==> config.mk <==
export PLATFORM = sky130hd
export DESIGN_NAME = posit_pd_encoder_flat
export DESIGN_NICKNAME = d
export VERILOG_FILES = /design/src/rtl/posit_pd_encoder_if.sv /design/src/rtl/posit_pd_encoder.sv /design/src/flat_wrapper.sv
export SDC_FILE = /design/constraint.sdc
export NUM_CORES = 1
export LEC_CHECK = 0
export CORE_MARGIN = 10
export CORE_UTILIZATION = 55
export DETAILED_ROUTE_END_ITERATION = 10
export PLACE_DENSITY = 0.79
export SETUP_SLACK_MARGIN = 0.05
export SLEW_MARGIN = 10
export SYNTH_ARGS = -nofsm -noshare
export SYNTH_HDL_FRONTEND = slang
export SYNTH_SLANG_ARGS = --single-unit
==> constraint.sdc <==
create_clock -name clk -period 5.95 [get_ports clk]
set_clock_uncertainty 0.15 [all_clocks]
set_input_delay 1.785 -clock clk [delete_from_list [all_inputs] [get_ports clk]]
set_output_delay 1.785 -clock clk [all_outputs]
set_load 0.05 [all_outputs]
==> src/rtl/posit_pd_encoder_if.sv <==
// Decoded-posit type helpers and the rts/rtr streaming interface carrying a decoded posit.
// SCALE_WIDTH / FRACTION_WIDTH are derived from the posit format and decoded-posit flavour.
package posit_defines;

    typedef enum logic [1:0] {
        NORMAL,
        PRODUCT,
        SUM
    } pd_type_t;

    // Signed scale width large enough for the full regime/exponent range plus one guard bit.
    function automatic int get_scale_width(input int n, input int es, input pd_type_t t);
        int w;
        w = $clog2(n) + es + 2;
        if (t != NORMAL) w = w + 1;
        return w;
    endfunction

    function automatic int get_fraction_width(input int n, input int es, input pd_type_t t);
        int w;
        w = n - es - 3;
        if (t == PRODUCT) w = 2 * w + 2;
        else if (t == SUM) w = w + 3;
        return w;
    endfunction

endpackage

interface pd_control_if
    import posit_defines::*;
#(
    parameter int       POSIT_WIDTH = 32,
    parameter int       POSIT_ES    = 2,
    parameter pd_type_t PD_TYPE     = NORMAL
);
    localparam int SCALE_WIDTH    = get_scale_width(POSIT_WIDTH, POSIT_ES, PD_TYPE);
    localparam int FRACTION_WIDTH = get_fraction_width(POSIT_WIDTH, POSIT_ES, PD_TYPE);

    logic                          rts;
    logic                          rtr;
    logic                          sow;
    logic                          eow;
    logic signed [SCALE_WIDTH-1:0] scale;
    logic [FRACTION_WIDTH-1:0]     fraction;
    logic                          NaR;
    logic                          sign;
    logic                          zero;
    logic                          guard;
    logic                          round;
    logic                          sticky;

    modport master (
        output rts, sow, eow, scale, fraction, NaR, sign, zero, guard, round, sticky,
        input  rtr
    );

    modport slave (
        input  rts, sow, eow, scale, fraction, NaR, sign, zero, guard, round, sticky,
        output rtr
    );

endinterface

==> src/rtl/posit_pd_encoder.sv <==
// Two-stage posit encoder: decoded posit -> packed POSIT_WIDTH-bit word with regime saturation.
// Define POSIT_ENC_ROUND_EN for round-to-nearest-even; otherwise the encoding truncates.
module posit_pd_encoder
    import posit_defines::*;
#(
    parameter int       POSIT_WIDTH = 32,
    parameter int       POSIT_ES    = 2,
    parameter pd_type_t PD_TYPE     = NORMAL
) (
    input  logic                   clk,
    input  logic                   rst,
    pd_control_if.slave            pd,
    output logic [POSIT_WIDTH-1:0] posit_o,
    output logic                   rts_o,
    input  logic                   rtr_i,
    output logic                   sow_o,
    output logic                   eow_o
);

    localparam int SW  = get_scale_width(POSIT_WIDTH, POSIT_ES, PD_TYPE);
    localparam int FW  = get_fraction_width(POSIT_WIDTH, POSIT_ES, PD_TYPE);
    localparam int NM1 = POSIT_WIDTH - 1;
    localparam int TW  = POSIT_ES + FW + 3;
    localparam int XW  = NM1 + 1 + TW;
    localparam int SHW = $clog2(XW);

    localparam logic [NM1-1:0] MAXPOS = '1;
    localparam logic [NM1-1:0] MINPOS = NM1'(1);

    // ---------------- pipeline control ----------------
    logic s1_valid_q, s1_valid_d;
    logic s2_valid_q, s2_valid_d;
    logic s2_ready, s1_move, rtr, in_fire;

    assign s2_ready = !s2_valid_q || rtr_i;
    assign s1_move  = s1_valid_q && s2_ready;
    assign rtr      = !s1_valid_q || s2_ready;
    assign in_fire  = pd.rts && rtr;
    assign pd.rtr   = rtr;

    always_comb begin
        s1_valid_d = s1_valid_q;
        s2_valid_d = s2_valid_q;
        if (in_fire) s1_valid_d = 1'b1;
        else if (s1_move) s1_valid_d = 1'b0;
        if (s1_move) s2_valid_d = 1'b1;
        else if (rtr_i) s2_valid_d = 1'b0;
    end

    // ---------------- stage 1: regime build ----------------
    logic signed [SW-1:0] k;
    logic                 rbit;
    logic [SW-1:0]        runlen;
    logic [SHW-1:0]       sh;
    logic [TW-1:0]        tail;
    logic [XW-1:0]        body;
    logic                 sat_hi, sat_lo;
    logic [NM1-1:0]       s1_trunc_d;
`ifdef POSIT_ENC_ROUND_EN
    logic [XW-1:0]        shifted;
    logic                 s1_g_d, s1_s_d;
`endif

    if (POSIT_ES > 0) begin : g_exp
        assign tail = {pd.scale[POSIT_ES-1:0], pd.fraction, pd.guard, pd.round, pd.sticky};
    end else begin : g_noexp
        assign tail = {pd.fraction, pd.guard, pd.round, pd.sticky};
    end

    // body = run of NM1 regime bits, terminator, tail; shifting left by NM1-runlen leaves
    // exactly runlen regime bits at the top, so the kept N-1 bits start at the MSB.
    always_comb begin
        k      = pd.scale >>> POSIT_ES;
        rbit   = !k[SW-1];
        runlen = rbit ? k + SW'(1) : -k;
        sh     = SHW'(NM1) - SHW'(runlen);
        sat_hi = k >= $signed(SW'(POSIT_WIDTH - 2));
        sat_lo = k <= $signed(SW'(-NM1));
        body   = {{NM1{rbit}}, !rbit, tail};
`ifdef POSIT_ENC_ROUND_EN
        shifted    = body << sh;
        s1_trunc_d = shifted[XW-1 -: NM1];
        s1_g_d     = shifted[TW];
        s1_s_d     = |shifted[TW-1:0];
        if (sat_hi || sat_lo) begin
            s1_trunc_d = sat_hi ? MAXPOS : MINPOS;
            s1_g_d     = 1'b0;
            s1_s_d     = 1'b0;
        end
`else
        s1_trunc_d = NM1'(body >> (SHW'(TW + 1) - sh));
        if (sat_hi || sat_lo) s1_trunc_d = sat_hi ? MAXPOS : MINPOS;
`endif
    end

    logic [NM1-1:0] s1_trunc_q;
    logic           s1_sign_q, s1_nar_q, s1_zero_q, s1_sow_q, s1_eow_q;
`ifdef POSIT_ENC_ROUND_EN
    logic           s1_g_q, s1_s_q;
`endif

    always_ff @(posedge clk) begin
        if (rst) begin
            s1_valid_q <= 1'b0;
            s1_trunc_q <= '0;
            s1_sign_q  <= 1'b0;
            s1_nar_q   <= 1'b0;
            s1_zero_q  <= 1'b0;
            s1_sow_q   <= 1'b0;
            s1_eow_q   <= 1'b0;
`ifdef POSIT_ENC_ROUND_EN
            s1_g_q     <= 1'b0;
            s1_s_q     <= 1'b0;
`endif
        end else begin
            s1_valid_q <= s1_valid_d;
            if (in_fire) begin
                s1_trunc_q <= s1_trunc_d;
                s1_sign_q  <= pd.sign;
                s1_nar_q   <= pd.NaR;
                s1_zero_q  <= pd.zero;
                s1_sow_q   <= pd.sow;
                s1_eow_q   <= pd.eow;
`ifdef POSIT_ENC_ROUND_EN
                s1_g_q     <= s1_g_d;
                s1_s_q     <= s1_s_d;
`endif
            end
        end
    end

    // ---------------- stage 2: round and sign ----------------
    logic [NM1-1:0]         mag;
    logic [POSIT_WIDTH-1:0] posit_d;
`ifdef POSIT_ENC_ROUND_EN
    logic                   inc;
    logic [NM1:0]           sum;
`endif

    always_comb begin
`ifdef POSIT_ENC_ROUND_EN
        inc = s1_g_q & (s1_s_q | s1_trunc_q[0]);
        sum = {1'b0, s1_trunc_q} + {{NM1{1'b0}}, inc};
        mag = sum[NM1] ? MAXPOS : sum[NM1-1:0];
        if (mag == '0) mag = MINPOS;
`else
        mag = s1_trunc_q;
`endif
        if (s1_nar_q) posit_d = {1'b1, {NM1{1'b0}}};
        else if (s1_zero_q) posit_d = '0;
        else if (s1_sign_q) posit_d = -{1'b0, mag};
        else posit_d = {1'b0, mag};
    end

    logic [POSIT_WIDTH-1:0] posit_q;
    logic                   sow_q, eow_q;

    always_ff @(posedge clk) begin
        if (rst) begin
            s2_valid_q <= 1'b0;
            posit_q    <= '0;
            sow_q      <= 1'b0;
            eow_q      <= 1'b0;
        end else begin
            s2_valid_q <= s2_valid_d;
            if (s1_move) begin
                posit_q <= posit_d;
                sow_q   <= s1_sow_q;
                eow_q   <= s1_eow_q;
            end
        end
    end

    assign posit_o = posit_q;
    assign rts_o   = s2_valid_q;
    assign sow_o   = sow_q;
    assign eow_o   = eow_q;

endmodule

==> src/flat_wrapper.sv <==
// flat-port wrapper written by rule: the top's interface ports become plain ports
module posit_pd_encoder_flat import posit_defines::*;
#(
    parameter int       POSIT_WIDTH = 32,
    parameter int       POSIT_ES    = 2,
    parameter pd_type_t PD_TYPE     = NORMAL
)
  (clk, rst, posit_o, rts_o, rtr_i, sow_o, eow_o, pd_rts, pd_sow, pd_eow, pd_scale, pd_fraction, pd_NaR, pd_sign, pd_zero, pd_guard, pd_round, pd_sticky, pd_rtr);
  pd_control_if #(.POSIT_WIDTH(POSIT_WIDTH), .POSIT_ES(POSIT_ES), .PD_TYPE(PD_TYPE)) pd_i ();
  input  logic clk;
  input  logic rst;
  output logic [POSIT_WIDTH-1:0] posit_o;
  output logic rts_o;
  input  logic rtr_i;
  output logic sow_o;
  output logic eow_o;
  input wire logic [$bits(pd_i.rts)-1:0] pd_rts;
  input wire logic [$bits(pd_i.sow)-1:0] pd_sow;
  input wire logic [$bits(pd_i.eow)-1:0] pd_eow;
  input wire logic [$bits(pd_i.scale)-1:0] pd_scale;
  input wire logic [$bits(pd_i.fraction)-1:0] pd_fraction;
  input wire logic [$bits(pd_i.NaR)-1:0] pd_NaR;
  input wire logic [$bits(pd_i.sign)-1:0] pd_sign;
  input wire logic [$bits(pd_i.zero)-1:0] pd_zero;
  input wire logic [$bits(pd_i.guard)-1:0] pd_guard;
  input wire logic [$bits(pd_i.round)-1:0] pd_round;
  input wire logic [$bits(pd_i.sticky)-1:0] pd_sticky;
  output wire logic [$bits(pd_i.rtr)-1:0] pd_rtr;
  assign pd_i.rts = pd_rts;
  assign pd_i.sow = pd_sow;
  assign pd_i.eow = pd_eow;
  assign pd_i.scale = pd_scale;
  assign pd_i.fraction = pd_fraction;
  assign pd_i.NaR = pd_NaR;
  assign pd_i.sign = pd_sign;
  assign pd_i.zero = pd_zero;
  assign pd_i.guard = pd_guard;
  assign pd_i.round = pd_round;
  assign pd_i.sticky = pd_sticky;
  assign pd_rtr = pd_i.rtr;
  posit_pd_encoder #(.POSIT_WIDTH(POSIT_WIDTH), .POSIT_ES(POSIT_ES), .PD_TYPE(PD_TYPE)) u_core (.clk(clk), .rst(rst), .pd(pd_i), .posit_o(posit_o), .rts_o(rts_o), .rtr_i(rtr_i), .sow_o(sow_o), .eow_o(eow_o));
endmodule
==> results.sh, run 1 <==
export IMPL_ir_drop_mv=0.144
export IMPL_p_per_area_nw_per_um2=246
export IMPL_synth_xor_area_share_pct=5.93
export IMPL_crit_buf_inv=2
export IMPL_antenna_cells=0
export IMPL_period_share_pct=90.4
export IMPL_finalHoldViolCount=0
export IMPL_fin_tns_setup_ns=0
export IMPL_wl_met2_mm=9.19
export IMPL_coreArea_um2=10400
export IMPL_synth_top_family_by_area="compound AO/OA/AOI/OAI gates"
export IMPL_maxCapViolations=0
export IMPL_syn_inst=709
export IMPL_path_cells="clkdlybuf4s50_1, ha_1, or2_0, and3b_1, or2_2, ha_1, xnor2_1, o2111ai_1, nand2_1, buf_12, mux2i_1, nor3_1, o21ai_0, a21oi_1"
export IMPL_start_util_pct=56.7
export IMPL_endpoint_kind="register"
export IMPL_syn_avg_cell_area_um2=8.33
export IMPL_ys_seq_area_share_pct=24.4
export IMPL_rrSetupSlack_ns=3.06
export IMPL_gr_total_overflow=0
export IMPL_synth_adder_area_share_pct=1.48
export IMPL_cts_buffer_depth=2
export IMPL_dp_hpwl_mm=15.2
export IMPL_drc=0
export IMPL_cts_tree="built"
export IMPL_synth_distinct_cells=65
export IMPL_ys_warn_count=0
export IMPL_report_final_slew_viol_count=0
export IMPL_via_count=6013
export IMPL_ant_nets=0
export IMPL_worstPathArrival_ns=5.46
export IMPL_setup_violations=0
export IMPL_worstSkewPairLatency_ns=0.38
export IMPL_io_buffer_count=83
export IMPL_area_growth_pct=20.1
export IMPL_syn_nets=764
export IMPL_leakagePower_nw=2.53
export IMPL_chipHeight_um=124
export IMPL_top_layer="met4"
export IMPL_htree_levels=3
export IMPL_fp_row_count=37
export IMPL_pin_count=84
export IMPL_slowest_stage="clkdlybuf4s50_1"
export IMPL_slew_headroom_pct=24.8
export IMPL_clockRootBuffer="clkbuf_8"
export IMPL_status="finished clean"
export IMPL_reg2reg_depth=7
export IMPL_worstSetupPathType="in -> reg"
export IMPL_wl_mm=19.6
export IMPL_cp_required_ns=6.03
export IMPL_synth_compound_area_share_pct=26.6
export IMPL_wl_per_cell_um=21.6
export IMPL_r2r_start="u_core.mag[9]"
export IMPL_gp_congestion=0.963
export IMPL_rsz0062_at_grt="false"
export IMPL_first_pass_iters=8
export IMPL_grt_pass1_vias=5629
export IMPL_cpLargestDelayFamily="simple AND/OR/NAND/NOR gates"
export IMPL_cp_start_kind="input port"
export IMPL_timing_rr_end="u_core.posit_o[29]"
export IMPL_drt_met1_wl_mm=8.29
export IMPL_slowest_delay_ns=0.59
export IMPL_cts_buffers=9
export IMPL_routed_wl_met3_mm=1.46
export IMPL_synthMuxAreaShare_pct=18.2
export IMPL_hp_start="u_core.s1_eow_q"
export IMPL_fmax_mhz=186
export IMPL_synth_edf_count=0
export IMPL_period_needed_ns=5.38
export IMPL_cts_repair_resized=0
export IMPL_gr_usage_all_layers_pct=25.7
export IMPL_avgViaCountPerCell=6.63
export IMPL_layout_nets=821
export IMPL_synth_flop_cell="dfxtp_1"
export IMPL_dr_first_iter_drc_count=613
export IMPL_die_area_um2=15300
export IMPL_synth_simple_area_share_pct=18.6
export IMPL_antenna_found_initial=0
export IMPL_syn_area_um2=5910
export IMPL_synth_seq_cells=72
export IMPL_worstMarginPinSlew_ns=1.12
export IMPL_cts_sinks=72
export IMPL_final_util_pct=68.1
export IMPL_place_ws_ns=0.229
export IMPL_hold_path_cell_count=2
export IMPL_setup_ws_ns=0.570
export IMPL_synthArstFlopShare_pct=0
export IMPL_cp_num_cells=14
export IMPL_ctsHoldBuffers=0
export IMPL_die_x_um=124
export IMPL_hp_class="reg -> reg"
export IMPL_path_clk_slew_ns=0.07
export IMPL_crit_top_cell="ha_1"
export IMPL_layout_drive_gt1_share_pct=14.7
export IMPL_postCtsSetupBuffers=0
export IMPL_grt_pass1_wl_mm=31.1
export IMPL_min_to="u_core.s1_eow_q"
export IMPL_path_max_fanout=36
export IMPL_grt_start_max_net_pins=53
==> cells in the final DEF, fill, tap and decap left out, types with 8 or more instances in the layout <==
master / n
a22oi_1: 18
nand3_1: 12
xnor2_1: 35
mux2_2: 18
nor3_1: 8
mux4_2: 32
dfxtp_1: 72
nand2_1: 64
buf_4: 22
and2_1: 10
clkdlybuf4s50_1: 83
a22o_1: 14
a21oi_1: 39
inv_1: 10
a31oi_1: 12
o21ai_1: 14
clkbuf_8: 9
mux2i_1: 15
o21ai_0: 39
nor2b_1: 11
nand2b_1: 9
or3_1: 8
a211oi_1: 20
nor2_1: 71
==> how the worst max path moves through the flow <==
stage	from	to	slack, ns
finish	pd_scale[3]	u_core.mag[23]	0.57
global placement	pd_scale[2]	u_core.mag[8]	0.41
global route	pd_scale[2]	u_core.mag[23]	0.41
CTS	pd_scale[2]	u_core.mag[8]	0.63
floorplan	pd_scale[3]	u_core.mag[18]	0.50
detailed placement	pd_scale[2]	u_core.mag[8]	0.23
==> synthesized netlist by cell type, types with 4 or more instances <==
cell	number	share of area, %
dfxtp_1	72	24
nor2_1	71	4.5
nand2_1	64	4.1
clkbuf_1	48	3.0
a21oi_1	39	3.3
o21ai_0	39	3.3
xnor2_1	35	5.2
mux4_2	32	12
a211oi_1	20	2.5
a22oi_1	18	2.3
mux2_2	18	3.4
mux2i_1	15	2.5
a22o_1	14	2.1
o21ai_1	14	1.2
a31oi_1	12	1.3
nand3_1	12	1.0
buf_2	11	0.93
nor2b_1	11	1.2
and2_1	10	1.1
inv_1	10	0.64
nand2b_1	9	0.95
nor3_1	9	0.76
or3_1	8	0.85
ha_1	7	1.5
o211ai_1	7	0.89
o31ai_1	7	0.89
a211o_1	6	0.89
o2111ai_1	6	0.89
o41ai_1	6	0.89
a311oi_1	5	0.74
xor2_1	5	0.74
and3_1	4	0.42
buf_1	4	0.25
o21a_1	4	0.51
or2_2	4	0.42
==> tightest hold or removal path, stage by stage, from the launching register on <==
cell	delay, ns
dfxtp_1	0.31
nand2_1	0.05
a21oi_1	0.06
==> kinds of logic after synthesis <==
kind of cell | Yosys count
fa+ha+maj | 7
mux | 65
xor+xnor | 40
buf+inv | 73
simple gates | 225
flops | 72
compound gates | 227
==> metal layers <==
metal	up-vias	GRT usage, %
met5	-	0
met4	0	11.4
met3	42	4.07
met2	267	41.2
met1	2921	33.6
li1	2783	-
==> report_power, final <==
group	switching [W]	internal (W)
Combinational	0.000464	0.000365
Sequential	0.0000437	0.000517
Clock	0.000201	0.000153
Total	0.000709	0.00103
==> state kept, by name (all words and copies together), names as in the netlist <==
signal and count:
u_core.s1_sign_q 1, u_core.eow_o 1, u_core.s1_sow_q 1, u_core.posit_o 32
u_core.mag 31, u_core.sow_o 1, u_core.s1_nar_q 1, u_core.s1_valid_q 1
u_core.s1_zero_q 1, u_core.rts_o 1, u_core.s1_eow_q 1
==> final cells by class <==
type	instances	area [um2]
Clock buffer	10	128
Clock inverter	6	42.5
Fill cell	856	3320
Inverter	10	37.5
Multi-Input combinational cell	564	4200
Sequential cell	72	1440
Tap cell	136	170
Timing Repair Buffer	109	1080
==> stage by stage <==
stage                     total power [W]  instances  hold slack, ns  area [um2]
final                             0.00174        907           0.323        7100
after global routing              0.00184        907           0.343        7100
after CTS                         0.00173        907           0.322        7100
after detailed placement          0.00138        891           0.304        6930
after global placement            0.00137        891           0.292        6930
after floorplan                   0.00113        709           0.286        5910
Power figures use the tool's default switching activity.
==> run 2, diff against run 1 <==
Settings changed: ABC_CLOCK_PERIOD_IN_PS set to 5950, CORE_MARGIN 10 to 3, GPL_TIMING_DRIVEN set to 0.
==> results.sh, run 2 (synthesis results as in run 1) <==
export IMPL_status="finished clean"
export IMPL_cts_sinks=72
export IMPL_cts_buffers=9
export IMPL_antenna_found_initial=0
export IMPL_die_x_um=110
export IMPL_path_clk_slew_ns=0.09
export IMPL_final_util_pct=69.2
export IMPL_layout_drive_gt1_share_pct=13.2
export IMPL_slew_headroom_pct=13.8
export IMPL_drc=0
export IMPL_fin_tns_setup_ns=0
export IMPL_cts_buffer_depth=2
export IMPL_cp_startpoint="pd_scale[8]"
export IMPL_via_count=6550
export IMPL_path_cells="clkdlybuf4s50_1, inv_1, clkbuf_1, ha_1, clkbuf_1, inv_1, clkbuf_1, mux2i_1, a21oi_1, o21ai_0, o211a_1, o21ai_1, a211oi_1"
export IMPL_pin_count=84
export IMPL_maxCapViolations=0
export IMPL_design_area_um2=7170
export IMPL_report_final_slew_viol_count=0
export IMPL_ctsHoldBuffers=0
export IMPL_largest_register_ffs=32
export IMPL_dp_hpwl_mm=16.9
export IMPL_dpl_cell_area_um2=6910
export IMPL_finalHoldViolCount=0
export IMPL_finalHoldWorstSlack_ns=0.314
export IMPL_period_share_pct=96.5
export IMPL_layout_nets=858
export IMPL_worstPathArrival_ns=5.83
export IMPL_slowest_delay_ns=0.58
export IMPL_slowest_stage="mux2i_1"
export IMPL_start_util_pct=57.0
export IMPL_dp_cells=928
export IMPL_endpoint_kind="register"
export IMPL_layout_common_cells="clkdlybuf4s50_1, dfxtp_1, nor2_1, nand2_1, clkbuf_1"
export IMPL_wl_mm=21.8
export IMPL_setup_violations=0
export IMPL_avgViaCountPerCell=6.94
export IMPL_coreArea_um2=10400
export IMPL_worstMarginPinSlew_ns=1.28
export IMPL_final_cells=944
export IMPL_grt_pass1_wl_mm=33.2
export IMPL_clockRootBuffer="clkbuf_8"
export IMPL_r2r_start="u_core.mag[9]"
export IMPL_die_area_um2=12000
export IMPL_gr_usage_all_layers_pct=36.1
export IMPL_wl_per_cell_um=23.1
export IMPL_chipHeight_um=110
export IMPL_grt_start_max_net_pins=20
export IMPL_antenna_cells=0
export IMPL_gp_congestion=1.05
export IMPL_period_needed_ns=5.74
export IMPL_cpLargestDelayFamily="buffers and inverters"
export IMPL_leakagePower_nw=2.55
export IMPL_final_common_cell="clkdlybuf4s50_1"
export IMPL_cp_required_ns=6.04
export IMPL_area_growth_pct=21.4
export IMPL_worstSetupPathType="in -> reg"
export IMPL_ir_drop_mv=0.208
export IMPL_ant_nets=0
export IMPL_n_fill_cell=833
export IMPL_cp_start_kind="input port"
export IMPL_rsz0062_at_grt="false"
export IMPL_grt_pass1_vias=6126
export IMPL_htree_levels=3
export IMPL_first_pass_iters=5
export IMPL_fp_row_count=37
export IMPL_path_max_fanout=10
export IMPL_worstSkewPairLatency_ns=0.35
export IMPL_hp_class="reg -> reg"
export IMPL_dr_first_iter_drc_count=774
export IMPL_io_buffer_count=83
export IMPL_cts_tree="built"
export IMPL_gr_total_overflow=0
export IMPL_p_per_area_nw_per_um2=259
export IMPL_crit_buf_inv=6
export IMPL_fmax_mhz=174
export IMPL_hp_start="u_core.s1_sow_q"
export IMPL_crit_top_cell="clkbuf_1"
run 2: cell types whose count changed in the layout (fill, tap and decap cells not counted), moves of 2 or more:
cell        delta
clkinvlp_4     -2
clkbuf_2       +5
buf_2         +10
clkbuf_1      +42
buf_12         -4
buf_4         -19
bufinv_16      +2
run 2: power by group:
group	leakage [nW]	switching [W]	internal, W
Combinational	1.85	0.000501	0.000352
Sequential	0.591	0.0000421	0.000517
Clock	0.115	0.000205	0.000241
run 2: worst paths after layout:
check | cells past startpoint | endpoint | slack, ns
worst max-delay path | 13 | u_core.mag[21] | 0.21
worst min-delay path | 2 | u_core.s1_sow_q | 0.31
worst max register to register | 6 | u_core.posit_o[31] | 3.05
worst min register to register | 2 | u_core.s1_sow_q | 0.31
run 2: routing by layer:
layer | global-route usage [%] | part of all wire (%)
met1 | 45.7 | 39
met2 | 61.4 | 48
met3 | 5.05 | 8.7
met4 | 15.2 | 4.3
met5 | 0 | 0
run 2: timing repair:
| item | 4_1_cts | 5_1_grt |
|---|---|---|
| endpoints found under the setup margin | 31 | 31 |
| gates resized for setup | 8 | 7 |
| setup buffers | 2 | 0 |
| pin swaps | 1 | 0 |
run 2: metrics by stage:
| step | worst slack (ns) | power [W] |
|---|---|---|
| 2_1_floorplan | 0.502 | 0.00113 |
| 3_3_place_gp | -1.11 | 0.00136 |
| 3_5_place_dp | -1.21 | 0.00138 |
| 4_1_cts | 0.0476 | 0.00182 |
| 5_1_grt | 0.0187 | 0.00192 |
| 6_report | 0.211 | 0.00186 |
run 2: layout make-up:
| cell class | instances | area [um2] | area share, % |
|---|---|---|---|
| Buffer | 61 | 259 | 3.61 |
| Clock buffer | 9 | 124 | 1.73 |
| Clock inverter | 7 | 100 | 1.40 |
| Inverter | 10 | 37.5 | 0.523 |
| Multi-Input combinational cell | 564 | 4190 | 58.5 |
| Sequential cell | 72 | 1440 | 20.1 |
| Tap cell | 136 | 170 | 2.37 |
| Timing Repair Buffer | 85 | 848 | 11.8 |
run 2: tightest hold or removal path: stages (launching register included):
cell,delay (ns)
dfxtp_1,0.32
nand2_1,0.05
a21oi_1,0.05
==> run 3, diff against run 2 <==
Settings changed: CORE_UTILIZATION 55 to 56, PLACE_DENSITY 0.79 to 0.81, TNS_END_PERCENT set to 5.
==> results.sh, run 3 (synthesis results as in run 1) <==
export IMPL_fp_row_count=36
export IMPL_timing_rr_end="u_core.posit_o[27]"
export IMPL_largest_register_ffs=32
export IMPL_wl_mm=20.9
export IMPL_crit_top_cell="inv_1"
export IMPL_finalPower_w=0.00183
export IMPL_worstSetupPathType="in -> reg"
export IMPL_pin_count=84
export IMPL_antenna_found_initial=0
export IMPL_wl_per_cell_um=22.2
export IMPL_htree_levels=3
export IMPL_coreArea_um2=10000
export IMPL_crit_buf_inv=8
export IMPL_worstSkewPairLatency_ns=0.36
export IMPL_clockRootBuffer="clkbuf_8"
export IMPL_first_pass_iters=6
export IMPL_status="finished clean"
export IMPL_avgViaCountPerCell=6.91
export IMPL_finalHoldViolCount=0
export IMPL_cts_buffers=9
export IMPL_area_growth_pct=21.3
export IMPL_worstPathArrival_ns=5.86
export IMPL_via_count=6504
export IMPL_die_area_um2=11800
export IMPL_ant_nets=0
export IMPL_final_cells=941
export IMPL_dp_hpwl_mm=16.2
export IMPL_path_cells="clkdlybuf4s50_1, buf_2, inv_1, ha_1, clkbuf_4, buf_6, clkbuf_1, ha_2, inv_1, clkdlybuf4s15_1, mux4_2, nor3_1, o211ai_1, a211oi_1"
export IMPL_report_final_slew_viol_count=0
export IMPL_chipHeight_um=109
export IMPL_setup_violations=0
export IMPL_fin_tns_setup_ns=0
export IMPL_die_x_um=109
export IMPL_layout_nets=858
export IMPL_cpLargestDelayFamily="buffers and inverters"
export IMPL_cts_sinks=72
export IMPL_endpoint_kind="register"
export IMPL_p_per_area_nw_per_um2=255
export IMPL_layout_common_cells="clkdlybuf4s50_1, dfxtp_1, nor2_1, nand2_1, clkbuf_1"
export IMPL_hp_class="reg -> reg"
export IMPL_crit_path_end="u_core.mag[18]"
export IMPL_slowest_stage="clkdlybuf4s15_1"
export IMPL_slew_headroom_pct=33.3
export IMPL_maxCapViolations=0
export IMPL_cp_startpoint="pd_scale[3]"
export IMPL_final_common_cell="clkdlybuf4s50_1"
export IMPL_io_buffer_count=83
export IMPL_r2r_start="u_core.mag[9]"
export IMPL_dr_first_iter_drc_count=733
export IMPL_cp_required_ns=6.08
export IMPL_ir_drop_mv=0.160
export IMPL_leakagePower_nw=2.54
export IMPL_antenna_cells=0
export IMPL_cts_buffer_depth=2
export IMPL_cp_num_cells=14
export IMPL_layout_drive_gt1_share_pct=13.2
export IMPL_rrSetupSlack_ns=3.00
export IMPL_drc=0
export IMPL_slowest_delay_ns=0.65
export IMPL_grt_start_max_net_pins=20
export IMPL_gr_total_overflow=0
export IMPL_grt_pass1_wl_mm=33.3
export IMPL_dp_cells=925
export IMPL_period_share_pct=96.3
export IMPL_worstMarginPinSlew_ns=0.993
export IMPL_period_needed_ns=5.73
export IMPL_path_clk_slew_ns=0.09
export IMPL_place_ws_ns=-1.30
export IMPL_setup_ws_ns=0.220
export IMPL_gp_congestion=1.03
export IMPL_grt_pass1_vias=6222
export IMPL_gr_usage_all_layers_pct=36.3
export IMPL_start_util_pct=59.1
export IMPL_path_max_fanout=19
export IMPL_fmax_mhz=175
export IMPL_final_util_pct=71.7
export IMPL_cp_start_kind="input port"
export IMPL_rsz0062_at_grt="true"
export IMPL_reg2reg_depth=7
export IMPL_n_fill_cell=784
export IMPL_cts_tree="built"
## run 3: cell types whose count changed in the layout (fill, tap and decap cells not counted), moves of 2 or more
| cell | previous run | this run |
|---|---|---|
| clkinvlp_4 | 0 | 2 |
| inv_8 | 0 | 2 |
| buf_2 | 10 | 8 |
| clkbuf_4 | 0 | 3 |
## run 3: layer usage
metal  vias to the layer above  part of all wire [%]  track usage, %
met5                         -                     0               0
met2                       425                    46            57.8
met3                        80                   9.9            7.58
li1                       2878                     -               -
met4                         0                   4.6            16.0
met1                      3121                    40            47.7
## run 3: what timing repair did
action,in CTS,in global routing
pin swaps,1,1
hold buffers,0,0
cloned,0,0
resized for setup,7,14
setup buffers,2,0
setup endpoints to repair,31,31
## run 3: power breakdown
group	switching (W)	internal, W	leakage [nW]	total [W]
clock network	0.000218	0.000202	0.100	0.000420
logic	0.000495	0.000353	1.85	0.000847
registers	0.0000426	0.000517	0.591	0.000560
total	0.000755	0.00107	2.54	0.00183
## run 3: layout make-up
type	instances	area [um2]	area share (%)
Buffer	61	270	3.77
Clock buffer	9	124	1.73
Clock inverter	7	85.1	1.19
Inverter	10	37.5	0.524
Multi-Input combinational cell	564	4200	58.5
Sequential cell	72	1440	20.1
Tap cell	133	166	2.32
Timing Repair Buffer	85	848	11.8
## run 3: worst reg2reg max path, stage by stage, from the launching register on
cell,delay (ns)
dfxtp_1,0.39
or4_4,0.60
nand2b_4,0.17
or4_4,0.52
or3_4,0.46
o31ai_2,0.27
xnor2_1,0.10
a22o_1,0.18
## run 3: worst min path at each step
stage,start,to,cells past startpoint
2_1_floorplan,u_core.s1_eow_q,u_core.s1_eow_q,2
3_3_place_gp,u_core.s1_sow_q,u_core.s1_sow_q,2
3_5_place_dp,u_core.s1_eow_q,u_core.s1_eow_q,2
4_1_cts,u_core.s1_sow_q,u_core.s1_sow_q,2
5_1_grt,u_core.s1_sow_q,u_core.s1_sow_q,2
6_report,u_core.s1_sow_q,u_core.s1_sow_q,2
## run 3: metrics by stage
step	instance area, um2	hold slack (ns)
finish	7170	0.312
global route	7170	0.340
CTS	7140	0.313
detailed placement	6910	0.301
global placement	6910	0.294
floorplan	5910	0.286
